## config.mk

```make
export PLATFORM = sky130hd
export DESIGN_NAME = seq3_monitor
export DESIGN_NICKNAME = d
export VERILOG_FILES = /design/src/rtl/seq3_monitor.sv
export SDC_FILE = /design/constraint.sdc
export NUM_CORES = 1
export LEC_CHECK = 0
export ABC_AREA = 1
export BUFFER_PORTS_ARGS = -buffer_cell sky130_fd_sc_hd__buf_2
export CAP_MARGIN = 20
export CORE_MARGIN = 4
export CORE_UTILIZATION = 35
export DETAILED_ROUTE_END_ITERATION = 8
export SETUP_SLACK_MARGIN = 0.1
export SYNTH_ARGS = -nofsm -noshare
export SYNTH_HDL_FRONTEND = slang
export SYNTH_SLANG_ARGS = --single-unit
```

## constraint.sdc

```tcl
create_clock -name clk -period 1.4 [get_ports clk]
set_input_delay 0.42 -clock clk [delete_from_list [all_inputs] [get_ports clk]]
set_output_delay 0.42 -clock clk [all_outputs]
set_load 0.05 [all_outputs]
```

## src/rtl/seq3_monitor.sv

```systemverilog
// Passive checker for the 3-phase sequencer: tracks its state/terminal outputs,
// flags the first encoding, transition or terminal violation and counts rounds.
module seq3_monitor #(
  parameter int unsigned CNT_W = 8
) (
  input  logic             clk,
  input  logic             rst,
  input  logic             seq_rst,
  input  logic             pause,
  input  logic             restart,
  input  logic [1:0]       state_in,
  input  logic             terminal_in,
  input  logic             clr,
  output logic             locked,
  output logic             err,
  output logic [1:0]       err_code,
  output logic [CNT_W-1:0] round_cnt,
  output logic             round_done
);

  localparam logic [1:0] HUNT  = 2'd0;
  localparam logic [1:0] TRACK = 2'd1;
  localparam logic [1:0] FAULT = 2'd2;

  localparam logic [1:0] S_FIRST   = 2'b11;
  localparam logic [1:0] S_SECOND  = 2'b01;
  localparam logic [1:0] S_THIRD   = 2'b10;
  localparam logic [1:0] S_ILLEGAL = 2'b00;

  localparam logic [1:0] E_NONE  = 2'b00;
  localparam logic [1:0] E_ENC   = 2'b01;
  localparam logic [1:0] E_TRANS = 2'b10;
  localparam logic [1:0] E_TERM  = 2'b11;

  localparam logic [CNT_W-1:0] CNT_MAX = '1;

  logic [1:0]       state_q, state_d;
  logic [1:0]       prev_state;
  logic             prev_pause, prev_restart, prev_seq_rst;
  logic             round_pend, pend_d;
  logic [1:0]       code_d;
  logic [CNT_W-1:0] cnt_d;
  logic             sample_d;
  logic             done_d;
  logic [1:0]       exp_next;
  logic             exp_term;

  // Legal successor of the previously sampled sequencer state.
  always_comb begin
    exp_next = S_FIRST;
    if (!prev_seq_rst) begin
      case (prev_state)
        S_FIRST:  exp_next = (prev_restart || prev_pause) ? S_FIRST : S_SECOND;
        S_SECOND: exp_next = prev_restart ? S_FIRST : (prev_pause ? S_SECOND : S_THIRD);
        S_THIRD:  exp_next = (!prev_restart && prev_pause) ? S_THIRD : S_FIRST;
        default:  exp_next = S_FIRST;
      endcase
    end
  end

  assign exp_term = (state_in == S_THIRD) && (restart || !pause);

  // Next-state and next-output logic; clr overrides every state.
  always_comb begin
    state_d  = state_q;
    code_d   = err_code;
    cnt_d    = round_cnt;
    pend_d   = 1'b0;
    sample_d = 1'b1;
    done_d   = round_pend;
    case (state_q)
      HUNT: begin
        if (state_in == S_ILLEGAL) begin
          state_d = FAULT;
          code_d  = E_ENC;
        end else if (state_in == S_FIRST) begin
          state_d = TRACK;
        end
      end
      TRACK: begin
        if (state_in == S_ILLEGAL) begin
          state_d = FAULT;
          code_d  = E_ENC;
        end else if (state_in != exp_next) begin
          state_d = FAULT;
          code_d  = E_TRANS;
        end else if (terminal_in != exp_term) begin
          state_d = FAULT;
          code_d  = E_TERM;
        end else if (terminal_in) begin
          pend_d = 1'b1;
          if (round_cnt != CNT_MAX) cnt_d = round_cnt + CNT_W'(1);
        end
      end
      FAULT: begin
        sample_d = 1'b0;
      end
      default: begin
        state_d = HUNT;
      end
    endcase
    if (clr) begin
      state_d = HUNT;
      code_d  = E_NONE;
      cnt_d   = '0;
      pend_d  = 1'b0;
      done_d  = 1'b0;
    end
  end

  always_ff @(posedge clk) begin
    if (rst) begin
      state_q      <= HUNT;
      prev_state   <= 2'b00;
      prev_pause   <= 1'b0;
      prev_restart <= 1'b0;
      prev_seq_rst <= 1'b0;
      round_pend   <= 1'b0;
      locked       <= 1'b0;
      err          <= 1'b0;
      err_code     <= E_NONE;
      round_cnt    <= '0;
      round_done   <= 1'b0;
    end else begin
      state_q    <= state_d;
      round_pend <= pend_d;
      locked     <= (state_d == TRACK);
      err        <= (state_d == FAULT);
      err_code   <= code_d;
      round_cnt  <= cnt_d;
      round_done <= done_d;
      if (sample_d) begin
        prev_state   <= state_in;
        prev_pause   <= pause;
        prev_restart <= restart;
        prev_seq_rst <= seq_rst;
      end
    end
  end

endmodule

```

======== Yosys cells after proc, flatten, opt, wreduce, memory -nomap -nowiden ========
Cells that the tools add are included.
W data, S select, Z words.
operators by class
  $add $sub $neg .......................... 1
  multiply operators ...................... 0
  div/mod/pow operators ................... 0
  order comparisons ....................... 0
  eq/ne operators ......................... 14
  shifts and indexed selects .............. 0
  muxes and demuxes ....................... 19
  bitwise operators ....................... 4
  reductions and logical operators ........ 13
operators by type and width
  cell                   number
  $mux W2                14
  $eq A2 B2 Y1 const B   6
  $pmux W2 S3            2
  $add A8 B1 Y8 const B  1
  $ne A8 B8 Y1 const B   1
  $eq A2 B1 Y1 const B   3
  $reduce_and A6 Y1      1
  $reduce_or A6 Y1       1
  $logic_not A2 Y1       2
  $ne A4 B4 Y1 const B   1
  $not A1 Y1             4
  $pmux W2 S2            1
  $reduce_and A3 Y1      1
  $logic_and A1 B1 Y1    2
  $logic_not A1 Y1       2
  $logic_or A1 B1 Y1     2
  $mux W1                2
  $ne A2 B2 Y1           1
  $ne A2 B2 Y1 const B   1
  $reduce_bool A2 Y1     1
  $reduce_or A2 Y1       1
  $ne A1 B1 Y1           1
word-level totals
  flip-flop bits (word level) ............. 21
  bits in latches ......................... 0
  bits in writable memories ............... 0
  ROM bits ................................ 0
  input port bits ......................... 9
  output and inout port bits .............. 13
  word-level logic and storage cells ...... 62
  memories ................................ 0

======== Logic depth before layout (Yosys ltp) ========
Gate-level depths: netlist of the first run.
  depth after elaboration ................. 11
  depth in mapped cells ................... 13
  gate-level depth less buffers ........... 13

======== Worst setup path before layout of the first run ========
Ideal clock, no wire load.
  path type ............................... reg-to-reg
  start ................................... register round_cnt[1]
  end ..................................... register round_cnt[1]
  setup time .............................. 0.114 ns
  arrival ................................. 1.664 ns
  required time ........................... 1.286 ns
  path slack .............................. -0.378 ns
  stages on the path, launching flop included .. 9
  period minus slack after synthesis ...... 1.778 ns
  cells stage by stage .................... dfxtp_1 ha_1 nand2_1 nor3_2 a31oi_2 inv_2 nor2_4 o21ai_1 nor2_1
on the way
  longest elaborated chain between the ends .. 2
  elaborated cells between the ends (all ways) .. 3
RTL lines
  what                                                                   line  RTL
  from (decl)                                                            17    output logic [CNT_W-1:0] round_cnt,
  from (signal assigned)                                                 130   round_cnt <= cnt_d;
  parallel branches: the longest is 2 deep, another holds $add A8 B1 Y8  -
Parallel ways; which one is timed is not known.
A chain may end at the register's enable or synchronous reset.

======== Worst setup path after layout of the first run ========
  start ................................... register round_cnt[1]
  end ..................................... register round_cnt[7]
Same word-level chain as after synthesis.

==> run summary, run 1 <==
antenna violations before repair - 0
GRT met1 Usage - 17.9%
area of the die - 4180 um2
actual slew at the worst max-slew pin - 0.439 ns
fraction of power spent switching nets - 29.2%
register area - 452 um2
final-layout setup total negative slack - -0.698 ns
internal power contribution - 805 uW
CP required - 1.60 ns
sink count of the clock tree - 21
violations in the final reports - negative setup slack
H-tree depth - 1
global-route met3 utilization - 3.29%
initial core utilization - 36.8%
Layout Utilization - 54.6%
kind of launch point of the worst setup path - register
detail-routed via count per cell - 4.76
multi-input logic area - 669 um2
leakage dissipation - 0.000796 uW
total DRC errors in the routed layout - 0
later-pin clock latency in the skew report - 0.30 ns
switching power - 332 uW
pin count of the biggest net entering global routing - 12
number of standard-cell rows in the floorplan - 20
max-slew violation count - 0
gate family responsible for the most delay along the worst path - simple AND/OR/NAND/NOR gates
result of the run - finished with violations
worst setup timing slack at the placement stage - -0.229 ns
number of hold buffers added after cts - 0
post-layout worst setup margin - -0.108 ns
share of total power in combinational logic - 20.1%
worst hold slack - 0.345 ns
clock skew - 0.00276 ns
Hold/Removal Path Class - input port to register
highest net fanout along the worst path - 8
Routed WL per cell - 11.5 um
Mapped Nets - 172
normalized max-slew margin - 70.5%
grt ovf - 0
Clock Root Buffer - sky130_fd_sc_hd__clkbuf_4
diode count - 0
share of the yosys chip area belonging to registers - 37.4%
part of the power in registers - 54.3%
clock transition at the registers of the reported paths - 0.11 ns
Max Clk Rate - 663 MHz
post-synthesis cell count - 162
total count of hold-check failures in the final report - 0
start-to-end type of the worst setup path - register to register
cell area after technology mapping - 1120 um2
fraction of final layout cells sized beyond drive strength 1 - 42.5%
HPWL after DPL - 2200 um
via count of the routed design - 1194
count of buffer and inverter cells on the critical path - 1
number of register bits inferred by synthesis - 21
clock tree from TritonCTS - done
Pwr per Cell Area - 682 nW/um2
count of endpoints failing setup in the final report - 12
Routed WL - 2890 um
Tot Pwr - 1140 uW
max-cap violation count - 0
Inserted Clock Buffers - 3
crit-path max cell delay - 0.38 ns
synthesis warning total - 0
maximum number of buffers from clock root to sink - 2
met2 Use GR - 25.9%
Area growth syn-to-layout - 48.4%
cell type of the slowest stage on the worst timing path - sky130_fd_sc_hd__dfxtp_4
unrepaired setup endpoints after global routing - true
number of top-level pins - 22
crit share post-route - 108%
Mapped Avg Cell Area - 6.94 um2
number of library cell types mapped by synthesis - 21
fin nets - 218
peak supply drop - 0.322 mV
Die Span X - 64.7 um
clock period minus final worst setup slack - 1.51 ns
1st-pass router iterations - 4
final weighted congestion of routability-driven global placement - 0.826
nature of the critical path endpoint - register
Global Route Usage Sum - 15.0%
via count of the first global-routing pass - 1197
Port Buffer Count - 21
critical path data arrival time - 1.71 ns
Die Y - 64.7 um
fill cell total of the finished layout - 308
Detail Route Antenna Nets - 0
most utilized layer in the global route result - met2
clock network fraction of total power - 25.6%
global-route wire length before repair - 4980 um
Std-Cell Core Area - 3050 um2
series of cell instances along the critical path - ha_4 -> nand2_4 -> nor3_4 -> a31oi_4 -> inv_2 -> nor2_4 -> nand3_1 -> nand2_1 -> nor2_1
initial DRC count - 50
## final cells by class
cell class | instances | share of cell area (%)
Inverter | 31 | 6.98
Sequential cell | 21 | 27.1
Multi-Input combinational cell | 111 | 40.1
Clock buffer | 4 | 1.58
Timing Repair Buffer | 40 | 20.9
Tap cell | 44 | 3.30
## kinds of logic (layout without fill, tap and decap cells)
logic type | after synthesis | in the layout | synth area share, %
AND/OR/NAND/NOR | 96 | 97 | 43.5
buffers and inverters | 31 | 75 | 10.4
flip-flops | 21 | 21 | 37.4
AO/OA/AOI/OAI | 13 | 13 | 7.57
adder cells (fa/ha/maj) | 1 | 1 | 1.11
## synth_stat cells
master,count,area [um2]
sky130_fd_sc_hd__nand2_2,5,31.3
sky130_fd_sc_hd__a31oi_2,1,12.5
sky130_fd_sc_hd__nor2_2,3,18.8
sky130_fd_sc_hd__nand3_1,10,50.1
sky130_fd_sc_hd__inv_2,4,15.0
sky130_fd_sc_hd__dfxtp_1,21,420
sky130_fd_sc_hd__a21oi_1,5,25.0
sky130_fd_sc_hd__nand4_1,9,56.3
sky130_fd_sc_hd__nand2_4,1,11.3
sky130_fd_sc_hd__nand2_1,33,124
sky130_fd_sc_hd__nor2_1,25,93.8
sky130_fd_sc_hd__nor3_2,1,10.0
sky130_fd_sc_hd__inv_1,27,101
sky130_fd_sc_hd__a211oi_1,5,37.5
sky130_fd_sc_hd__nor3_1,5,25.0
sky130_fd_sc_hd__nor2_8,2,40.0
sky130_fd_sc_hd__ha_1,1,12.5
sky130_fd_sc_hd__nand3_4,1,17.5
sky130_fd_sc_hd__nor2_4,1,11.3
sky130_fd_sc_hd__o21ai_0,1,5.00
sky130_fd_sc_hd__o21ai_1,1,5.00
## power groups by stage
stage | sequential [uW] | clock (uW) | combinational (uW)
2_1_floorplan | 646 | 0 | 113
3_3_place_gp | 633 | 0 | 199
3_5_place_dp | 634 | 0 | 203
4_1_cts | 621 | 311 | 224
5_1_grt | 620 | 338 | 250
6_report | 617 | 292 | 228
## flip-flops by register name, summed over array words and instances, names as in the netlist, 2 cells and up
signal	count
round_cnt	8
err_code	2
prev_state	2
state_q	2
## placed cells by master, fill, tap and decap left out, drive strengths merged, types with 4 or more instances in the layout
cell type and count:
buf 40, clkbuf 4, a211oi 5, dfxtp 21
nor3 6, nand3 11, nand2 39, nand4 9
nor2 32, inv 31, a21oi 5
## metal layers
layer / up-vias / wire length [um]
met1: 549 / 1270
met3: 7 / 124
met5: - / 0
met2: 27 / 1440
li1: 611 / -
met4: 0 / 51
## final timing paths
path | from | to | slack, ns | cells past startpoint
setup / recovery | round_cnt[1] | round_cnt[7] | -0.11 | 9
hold / removal | rst | prev_pause | 0.35 | 2
setup reg to reg | round_cnt[1] | round_cnt[7] | -0.11 | 9
hold reg to reg | round_pend | round_done | 0.43 | 2
## what timing repair did
item | in CTS | in global routing
setup endpoints to repair | 26 | 25
resized for setup | 30 | 19
cloned | 1 | 0
pin swaps | 6 | 3
buffers inserted | 1 | 0
## through the flow
step	instance area (um2)	instances
6_report	1670	251
5_1_grt	1670	251
4_1_cts	1610	251
3_5_place_dp	1470	245
3_3_place_gp	1470	245
2_1_floorplan	1180	162
No activity file was read; power rests on OpenSTA's default activity.
==> run 2, diff against run 1 <==
--- a/config.mk
+++ b/config.mk
@@ -9,8 +9,9 @@
 export BUFFER_PORTS_ARGS = -buffer_cell sky130_fd_sc_hd__buf_2
 export CAP_MARGIN = 20
 export CORE_MARGIN = 4
-export CORE_UTILIZATION = 35
+export CORE_UTILIZATION = 48
 export DETAILED_ROUTE_END_ITERATION = 8
+export PLACE_DENSITY = 0.74
 export SETUP_SLACK_MARGIN = 0.1
 export SYNTH_ARGS = -nofsm -noshare
 export SYNTH_HDL_FRONTEND = slang
==> run 2 against run 1 <==
Net effect:
- the flow still finishes with violations (negative setup slack)
- flip-flop and latch count is the same
- critical path depth increased by 4
- global-route usage rose by 8.8 points
- worst hold slack got worse by 0.023 ns
- critical endpoint is now round_cnt[5]
==> run summary, run 2 (synthesized netlist as in run 1, its figures left out) <==
result of the run - finished with violations
violations in the final reports - negative setup slack
1st-pass router iterations - 4 (unchanged)
Die Span X - 56.4 um (-13%)
Routed WL per cell - 14.5 um (+26%)
switching power - 372 uW (+12%)
clock network fraction of total power - 26.0% (+0.4 points)
initial core utilization - 50.8% (+14 points)
Port Buffer Count - 21 (unchanged)
worst hold slack - 0.322 ns (-0.0234 ns)
initial DRC count - 40 (-20%)
sink count of the clock tree - 21 (unchanged)
uppermost signal routing layer after detailed routing - met4
Die Y - 56.4 um (-13%)
terminating pin of the worst hold path - prev_state[1]
antenna violations before repair - 0 (unchanged)
clock tree from TritonCTS - done
Register-to-Register Setup Slack - -0.16 ns (-0.05 ns)
Pwr per Cell Area - 661 nW/um2 (-3.0%)
number of top-level pins - 22 (unchanged)
DR WL met3 - 151 um (+22%)
normalized max-slew margin - 67.5% (-3.0 points)
actual slew at the worst max-slew pin - 0.483 ns (+0.0444 ns)
Inserted Clock Buffers - 3 (unchanged)
commonest non-fill, non-tap cell in the layout - sky130_fd_sc_hd__buf_4
diode count - 0 (unchanged)
fin nets - 226 (+3.7%)
total count of hold-check failures in the final report - 0 (unchanged)
startpoint of the worst-slack reg-to-reg timing path - prev_pause
highest net fanout along the worst path - 5 (-3)
hold depth - 2 (unchanged)
later-pin clock latency in the skew report - 0.32 ns (+0.02 ns)
max reg flops - 8 (unchanged)
global-route wire length before repair - 5770 um (+16%)
worst setup timing slack at the placement stage - -0.162 ns (+0.0669 ns)
fill cell total of the finished layout - 132 (-57%)
count of endpoints failing setup in the final report - 14 (+2)
max-slew violation count - 0 (unchanged)
number of standard-cell rows in the floorplan - 17 (-15%)
HPWL after DPL - 2090 um (-4.9%)
most frequent cells in the layout - sky130_fd_sc_hd__buf_4, sky130_fd_sc_hd__inv_1, sky130_fd_sc_hd__nand2_1, sky130_fd_sc_hd__nor2_1, sky130_fd_sc_hd__nand2_2
Detail Route Antenna Nets - 0 (unchanged)
fraction of power spent switching nets - 31.1% (+1.9 points)
Global Route Usage Sum - 23.8% (+8.8 points)
Routed WL - 3540 um (+22%)
nature of the critical path endpoint - register
unrepaired setup endpoints after global routing - true
critical path data arrival time - 1.77 ns (+0.06 ns)
part of the power in registers - 51.9% (-2.4 points)
max-cap violation count - 0 (unchanged)
H-tree depth - 1 (unchanged)
clock period minus final worst setup slack - 1.56 ns (+0.0550 ns)
most flop-heavy register - round_cnt
clock transition at the registers of the reported paths - 0.12 ns (about the same)
Clock Root Buffer - sky130_fd_sc_hd__clkbuf_4
peak supply drop - 0.724 mV (+120%)
via count of the routed design - 1286 (+7.7%)
worst hold start - rst
share of total power in combinational logic - 22.1% (+2.0 points)
start-to-end type of the worst setup path - register to register
Area growth syn-to-layout - 60.7%
Std-Cell Core Area - 2210 um2 (-28%)
instance area after placement - 1470 um2 (unchanged)
grt ovf - 0 (unchanged)
Max Clk Rate - 640 MHz (-3.5%)
pin count of the biggest net entering global routing - 12 (unchanged)
final weighted congestion of routability-driven global placement - 0.807 (-2.2%)
detail-routed via count per cell - 5.29 (+11%)
clock skew - 0.00882 ns (+0.00606 ns)
area of the die - 3180 um2 (-24%)
cell area after layout - 1810 um2 (+8.3%)
crit share post-route - 112% (+3.9 points)
kind of launch point of the worst setup path - register
total DRC errors in the routed layout - 0 (unchanged)
maximum number of buffers from clock root to sink - 2 (unchanged)
post-layout worst setup margin - -0.163 ns (-0.0550 ns)
reg-to-reg critical path endpoint - round_cnt[5]
r2r worst-path depth - 13 (+4)
internal power contribution - 822 uW (+2.1%)
leakage dissipation - 0.000849 uW (+6.6%)
length of routed met2 wiring - 1910 um (+32%)
fraction of final layout cells sized beyond drive strength 1 - 53.5% (+11 points)
CP required - 1.61 ns (about the same)
via count of the first global-routing pass - 1339 (+12%)
Hold/Removal Path Class - input port to register
WL met1 - 1300 um (+2.2%)
final-layout setup total negative slack - -1.39 ns (-0.690 ns)
-- run 2: changes by cell type in the layout (fill, tap and decap cells not counted), moves of 2 or more --
cell | previous run | this run
sky130_fd_sc_hd__buf_4 | 21 | 27
sky130_fd_sc_hd__buf_6 | 5 | 7
sky130_fd_sc_hd__nand2_1 | 30 | 24
sky130_fd_sc_hd__nand2_2 | 6 | 12
sky130_fd_sc_hd__nand3_1 | 9 | 5
sky130_fd_sc_hd__nand3_2 | 1 | 5
sky130_fd_sc_hd__nor2_1 | 23 | 20
sky130_fd_sc_hd__nor2_4 | 3 | 5
sky130_fd_sc_hd__nor3_1 | 5 | 1
sky130_fd_sc_hd__nor3_2 | 0 | 4
-- run 2: worst max-delay path: stages, from the launching register on --
cell and delay (ns):
sky130_fd_sc_hd__dfxtp_2 0.39, sky130_fd_sc_hd__inv_2 0.06, sky130_fd_sc_hd__nor2_4 0.08, sky130_fd_sc_hd__nand2_1 0.06, sky130_fd_sc_hd__nand2_1 0.07, sky130_fd_sc_hd__nand2_1 0.07, sky130_fd_sc_hd__nand2_2 0.08, sky130_fd_sc_hd__nand2_4 0.09
sky130_fd_sc_hd__inv_4 0.07, sky130_fd_sc_hd__nand3_4 0.09, sky130_fd_sc_hd__nor2_4 0.20, sky130_fd_sc_hd__nand3_1 0.10, sky130_fd_sc_hd__nand2_1 0.07, sky130_fd_sc_hd__nor2_1 0.04
-- run 2: layer usage --
layer / track usage, % / up-vias
met4: 19.0 / 0
met3: 4.83 / 15
met5: 0 / -
met2: 43.9 / 39
met1: 22.2 / 608
li1: - / 624
-- run 2: worst max-delay path by stage --
stage,start,end,slack (ns),cells after the start
after floorplan,round_cnt[1],round_cnt[1],-0.06,8
after global placement,restart,round_cnt[2],-0.13,12
after detailed placement,restart,round_cnt[2],-0.16,12
after CTS,prev_pause,round_cnt[6],-0.11,12
after global routing,prev_pause,round_cnt[5],-0.29,13
final,prev_pause,round_cnt[5],-0.16,13
-- run 2: cell type report --
class                   count  area (um2)  share of cell area (%)
clock buffers               4        26.3                    1.46
repair buffers             48         417                    23.1
well taps                  28        35.0                    1.94
inverters                  31         119                    6.58
flip-flops and latches     21         455                    25.2
multi-input cells         111         753                    41.7
-- run 2: power by group through the flow --
stage / registers [uW] / logic (uW) / clock network, uW
after detailed placement: 635 / 201 / 0
after floorplan: 646 / 113 / 0
final: 619 / 264 / 311
after CTS: 621 / 237 / 304
after global placement: 633 / 196 / 0
after global routing: 621 / 285 / 343
-- run 2: what timing repair did --
item	CTS	global route
pin swaps	13	9
hold buffers	0	0
endpoints found under the setup margin	26	31
cloned	1	0
gates resized for setup	39	38
buffers inserted	5	3
-- run 2: through the flow --
| step | total power [uW] | utilization [%] | std cells |
|---|---|---|---|
| floorplan | 759 | - | 162 |
| global placement | 829 | 66.6 | 230 |
| detailed placement | 835 | 66.6 | 230 |
| CTS | 1160 | 75.5 | 240 |
| global route | 1250 | 81.6 | 243 |
| finish | 1190 | 81.6 | 243 |
